### config.mk
export PLATFORM = sky130hd
export DESIGN_NAME = uart_image_loader
export DESIGN_NICKNAME = d
export VERILOG_FILES = /design/src/rtl/uart_image_loader.sv
export SDC_FILE = /design/constraint.sdc
export NUM_CORES = 1
export LEC_CHECK = 0
export CORE_ASPECT_RATIO = 1.2
export CORE_MARGIN = 3
export CORE_UTILIZATION = 60
export CTS_CLUSTER_SIZE = 12
export DETAILED_ROUTE_END_ITERATION = 10
export GPL_TIMING_DRIVEN = 0
export MAX_ROUTING_LAYER = met4
export PLACE_DENSITY_LB_ADDON = 0.3
export RECOVER_POWER = 25
export SYNTH_ARGS = -nofsm -noshare
export SYNTH_HDL_FRONTEND = slang
export SYNTH_SLANG_ARGS = --single-unit
### constraint.sdc
create_clock -name clk -period 5.9 [get_ports clk]
set_input_delay 1.18 -clock clk [delete_from_list [all_inputs] [get_ports clk]]
set_output_delay 1.18 -clock clk [all_outputs]
set_load 0.005 [all_outputs]
### src/rtl/uart_image_loader.sv
// UART byte receiver that streams an image into BRAM, one write pulse per pixel.
// Loads are armed by a load_en rising edge and finish after IMG_PIXELS good bytes.
module uart_image_loader #(
    parameter int unsigned CLKS_PER_BIT = 868,
    parameter int unsigned IMG_PIXELS   = 65536
) (
    input  logic        clk,
    input  logic        btnC,
    input  logic        rx,
    input  logic        load_en,
    output logic        we,
    output logic [15:0] addr,
    output logic [7:0]  din,
    output logic        busy,
    output logic        done,
    output logic        frame_err
);

    localparam int unsigned BAUD_W = (CLKS_PER_BIT > 1) ? $clog2(CLKS_PER_BIT) : 1;
    localparam int unsigned CNT_W  = 17;
    localparam logic [BAUD_W-1:0] BIT_LAST  = BAUD_W'(CLKS_PER_BIT - 1);
    localparam logic [BAUD_W-1:0] HALF_LAST = BAUD_W'(CLKS_PER_BIT / 2 - 1);
    localparam logic [CNT_W-1:0]  PIX_END   = CNT_W'(IMG_PIXELS);

    typedef enum logic [1:0] {IDLE, START, DATA, STOP} rx_state_e;

    rx_state_e         state_q, state_d;
    logic [BAUD_W-1:0] baud_q, baud_d;
    logic [2:0]        bit_q, bit_d;
    logic [7:0]        shift_q, shift_d;
    logic              rx_meta, rx_s, rx_s_d;
    logic              byte_ok_c, byte_bad_c;
    logic              load_en_d;
    logic              arm_c;
    logic [CNT_W-1:0]  pix_cnt;

    // Two-flop synchronizer plus one history flop for start-edge detection
    always_ff @(posedge clk) begin
        if (!btnC) begin
            rx_meta <= 1'b1;
            rx_s    <= 1'b1;
            rx_s_d  <= 1'b1;
        end else begin
            rx_meta <= rx;
            rx_s    <= rx_meta;
            rx_s_d  <= rx_s;
        end
    end

    always_ff @(posedge clk) begin
        if (!btnC) begin
            state_q <= IDLE;
            baud_q  <= '0;
            bit_q   <= '0;
            shift_q <= '0;
        end else begin
            state_q <= state_d;
            baud_q  <= baud_d;
            bit_q   <= bit_d;
            shift_q <= shift_d;
        end
    end

    // Receiver next-state: mid-bit sampling timed from the start-bit falling edge
    always_comb begin
        state_d    = state_q;
        baud_d     = baud_q;
        bit_d      = bit_q;
        shift_d    = shift_q;
        byte_ok_c  = 1'b0;
        byte_bad_c = 1'b0;
        unique case (state_q)
            IDLE: begin
                if (rx_s_d && !rx_s) begin
                    state_d = START;
                    baud_d  = '0;
                end
            end
            START: begin
                if (baud_q == HALF_LAST) begin
                    baud_d  = '0;
                    bit_d   = '0;
                    state_d = rx_s ? IDLE : DATA;
                end else begin
                    baud_d = baud_q + 1'b1;
                end
            end
            DATA: begin
                if (baud_q == BIT_LAST) begin
                    baud_d  = '0;
                    shift_d = {rx_s, shift_q[7:1]};
                    bit_d   = bit_q + 3'd1;
                    if (bit_q == 3'd7) begin
                        state_d = STOP;
                    end
                end else begin
                    baud_d = baud_q + 1'b1;
                end
            end
            STOP: begin
                if (baud_q == BIT_LAST) begin
                    baud_d     = '0;
                    state_d    = IDLE;
                    byte_ok_c  = rx_s;
                    byte_bad_c = !rx_s;
                end else begin
                    baud_d = baud_q + 1'b1;
                end
            end
            default: state_d = IDLE;
        endcase
    end

    assign arm_c = load_en && !load_en_d;

    // Load control: arming wins over a coinciding byte; busy drops the cycle after the last write
    always_ff @(posedge clk) begin
        if (!btnC) begin
            load_en_d <= 1'b0;
            we        <= 1'b0;
            addr      <= '0;
            din       <= '0;
            busy      <= 1'b0;
            done      <= 1'b0;
            frame_err <= 1'b0;
            pix_cnt   <= '0;
        end else begin
            load_en_d <= load_en;
            we        <= 1'b0;
            if (arm_c && !busy) begin
                busy      <= 1'b1;
                done      <= 1'b0;
                frame_err <= 1'b0;
                pix_cnt   <= '0;
            end else begin
                if (busy && we && pix_cnt == PIX_END) begin
                    busy <= 1'b0;
                    done <= 1'b1;
                end
                if (busy && byte_ok_c && pix_cnt < PIX_END) begin
                    we      <= 1'b1;
                    addr    <= pix_cnt[15:0];
                    din     <= shift_q;
                    pix_cnt <= pix_cnt + 17'd1;
                end
                if (busy && byte_bad_c) begin
                    frame_err <= 1'b1;
                end
            end
        end
    end

endmodule

==> summary by stage <==
Synth
The register bit total from synthesis is 72. The average instance area after synthesis is 8.28 um2. For this run, the number of Yosys warnings is 0. The proportion of synthesized flip-flops having asynchronous set or reset is 0%. The synthesized cell area is just over 0.003 mm2.

The post-synthesis sequential area ratio is 46.3%. The number of distinct standard cells referenced by the synthesized netlist is 49. The post-synthesis instance total is around 380. Among all flip-flop cells after synthesis, the most frequent one is dfxtp_1. When the netlist entered floorplanning its net count stood at 386.

The synthesized design contains 0 enable-type register cells.

Critical path
The kind of capture point of the worst setup path is a flop. The arrival time at the worst endpoint is 3.07 ns. The worst setup path is launched from an input port.

At the worst endpoint, the required time is 6.12 ns. The critical path is of the input port to flop type. Along the worst path, the maximum fanout reaches 10.

Floorplanning
During I/O placement, the number of pins put on the boundary was 32. The initial utilization of the core area, before any placement, comes to ~63%. The standard-cell row count is 28. The die is 71.8 um wide. In this run the vertical extent of the chip is between 80 and 90 um.

The floorplan step defined a die boundary enclosing approximately 0.0061 mm2. In this run the standard cell core region covers between 0.004 and 0.005 mm2.

Drt
The vias after detailed routing is 2837. In the routed layout, each cell is associated on average with a via count of 5.87. The initial DRC count is 250. The wire length per cell is around 15 um. In this run the remaining antenna-violating nets after routing total 0. The count of unresolved DRC violations after routing is 0. After detailed routing, the total wire length is between 7 and 8 mm. The detailed-routing iteration count for the pre-antenna-repair pass is 4.

Timing
The final hold violation count was 0. The worst setup skew after layout is 0.0108 ns. The final setup violation count is 0. Measured against its own limit, the worst slew margin works out to 43.1%. The timing-limited maximum frequency is around 350 MHz. After layout, the worst setup slack is approximately 3.0 ns. The total negative slack for setup checks is 0 ns.

The number of pins exceeding their max-slew limit in the final report is 0. The worst path needs ~2.9 ns of the cycle, external delays included. The transition time at the pin with the least slew margin is 0.847 ns. The post-route fraction of the period consumed by the critical path is 48.4%. Setup repair after global routing left no endpoint under its margin.

Global route
The number of global-route vias before repair is 2805. The largest net degree at the start of global routing is 15. Summed over all layers, the global routing overflow is 0. Global routing used 26.3% of the available tracks.

The initial antenna violation count is 0. The first global-routing pass estimated 12.4 mm of wire.

Final layout
In the final design database the tool counted 428 nets. 0 antenna diodes ended up in the layout. The fraction of layout cells with a size suffix above 1 is 7.09%. The number of filler cells placed in the layout is 398. The core occupancy in the finished layout is 74.8%. The signed area change from the synthesized netlist to the final layout is 19.6%. The area used by sequential logic in the layout is 0.00144 mm2. In the final layout, the multi-input gates occupy 0.00155 mm2.

Clocking
Counting every sink on the clock net gives 72. The clock latency at the later pin of the worst-skew pair is 0.35 ns. The clock-pin slew of the registers on the worst-case setup and hold paths is 0.08 ns. In this run the clock root is driven by a clkbuf_8. The clock tree buffer depth is 2. TritonCTS built the clock tree. In this run the post-CTS setup repair buffer count came out at 0. The number of H-tree levels is 3. The number of gates resized after CTS was 0. Buffers inserted during clock tree synthesis total 9. Hold repair after CTS inserted 0 buffers.

Placement
At the end of routability-driven placement, the weighted congestion stood at 0.992. The pre-CTS setup slack is 2.78 ns. Summed over all nets, the half-perimeter wirelength after detailed placement is 5.11 mm.

The number of input and output port buffers inserted is 31.

Run status
The flow ran to the end, and the final reports show no timing, DRC or antenna violations.

Pwr
Summed over all cells, the static leakage comes to 1.33 nW. The total power per unit cell area is between 200 and 300 mW/mm2. Across the VDD grid, the largest voltage drop is between 200 and 250 uV.

Job
The tool flagged a number of max-cap violations equal to 0.

Min path
The min-delay analysis places its worst path in the category flop to flop.
## final cells by class
class                      count  share of cell area, %
multi-input combinational    274                   41.6
sequential                    72                   38.7
clock inverter                 7                   2.69
clock buffer                   9                   3.33
timing repair buffer          31                   8.33
buffer                        20                   2.32
tap                           60                   2.02
inverter                      10                   1.01
## critical path, stage by stage
cell and delay [ns]:
dlygate4sd3_1 0.58, clkbuf_1 0.25, inv_1 0.17, clkbuf_1 0.39, clkbuf_1 0.39, a21oi_1 0.10
## cells in the final DEF, fill, tap and decap left out, types with 2 or more instances in the layout
cell type        count
nor3_1               3
o21a_1               2
o21ai_0              8
nand2_1             77
a21oi_1             43
and4_1               2
a41oi_1              2
nand4_1             10
inv_6                3
nor2_1              22
bufinv_16            2
nor3_2               3
or4_1                5
nor3b_1              3
buf_2                3
nand2b_1             6
xor2_1               7
and2_1               2
inv_1               10
clkdlybuf4s50_1     17
clkbuf_8             9
o22ai_1              2
a21o_1               3
nand3b_1             2
nand3_1             27
and3b_1              2
dlygate4sd3_1       14
xnor2_1              5
ha_1                 6
clkbuf_1            16
nor4_1               5
a211oi_1             2
dfxtp_1             72
and3_1               4
and2_0               2
## sequential cells by signal, summed over array words and instances, names as in the netlist, 3 cells and up, named ones only
signal and flops:
din 8, bit_q 3, addr 16, baud_q 10
pix_cnt 17, shift_q 8
## where the power goes
part           internal, mW  switching [mW]  total, mW  leakage, nW
sequential            0.488         0.00270      0.491        0.581
combinational       0.00852          0.0187     0.0272        0.630
clock                 0.242           0.198      0.440        0.115
## cell usage after synthesis, drive strengths merged (3+ instances only)
library cell   n  area [um2]
nor3b          3        22.5
a21oi         43         215
a21o           3        22.5
ha             6        75.1
nand4         10        62.6
nor3           7        61.3
nand2         77         289
inv           10        37.5
xnor2          5        43.8
nor4           7        65.1
and3           4        25.0
and2           4        25.0
xor2           7        61.3
buf            4        26.3
or4            5        37.5
dfxtp         72        1440
clkbuf        16        60.1
o21ai          8        40.0
nand3         27         135
nor2          23        88.8
nand2b         6        37.5
## stage by stage
stage	power (mW)	hold WS, ns	cells	area (um2)
global route	0.990	0.426	483	3720
global placement	0.529	0.389	467	3500
detailed placement	0.529	0.400	467	3500
floorplan	0.519	0.386	376	3110
CTS	0.964	0.420	483	3720
finish	0.958	0.414	483	3720
## final timing paths
path,from,endpoint,slack [ns],cells past startpoint
min reg2reg,rx_meta$_SDFF_PN1_,rx_s$_SDFF_PN1_,0.41,1
max reg2reg,baud_q[0]$_SDFFE_PN0P_,pix_cnt[10]$_SDFFE_PP0P_,3.57,7
max,btnC,shift_q[6]$_SDFFE_PN0P_,3.05,6
min,rx_meta$_SDFF_PN1_,rx_s$_SDFF_PN1_,0.41,1
## cell families (layout without fill, tap and decap cells)
logic type	count (synthesis)	after routing	share of synthesized area, %
AO/OA/AOI/OAI	68	68	12.3
XOR/XNOR	12	12	3.37
adder cells (fa/ha/maj)	6	6	2.41
buffers and inverters	30	77	3.98
flip-flops	72	72	46.3
multiplexers	2	2	0.683
AND/OR/NAND/NOR	186	186	30.9
## per-layer routing
| metal | track usage [%] | up-vias | wire length (um) |
|---|---|---|---|
| met5 | - | - | 0 |
| met4 | 12.0 | 0 | 150 |
| met3 | 5.69 | 16 | 340 |
| met2 | 44.9 | 88 | 3790 |
| met1 | 28.9 | 1332 | 2940 |
| li1 | - | 1401 | - |
Note: power is estimated with default switching activity, not from simulation.
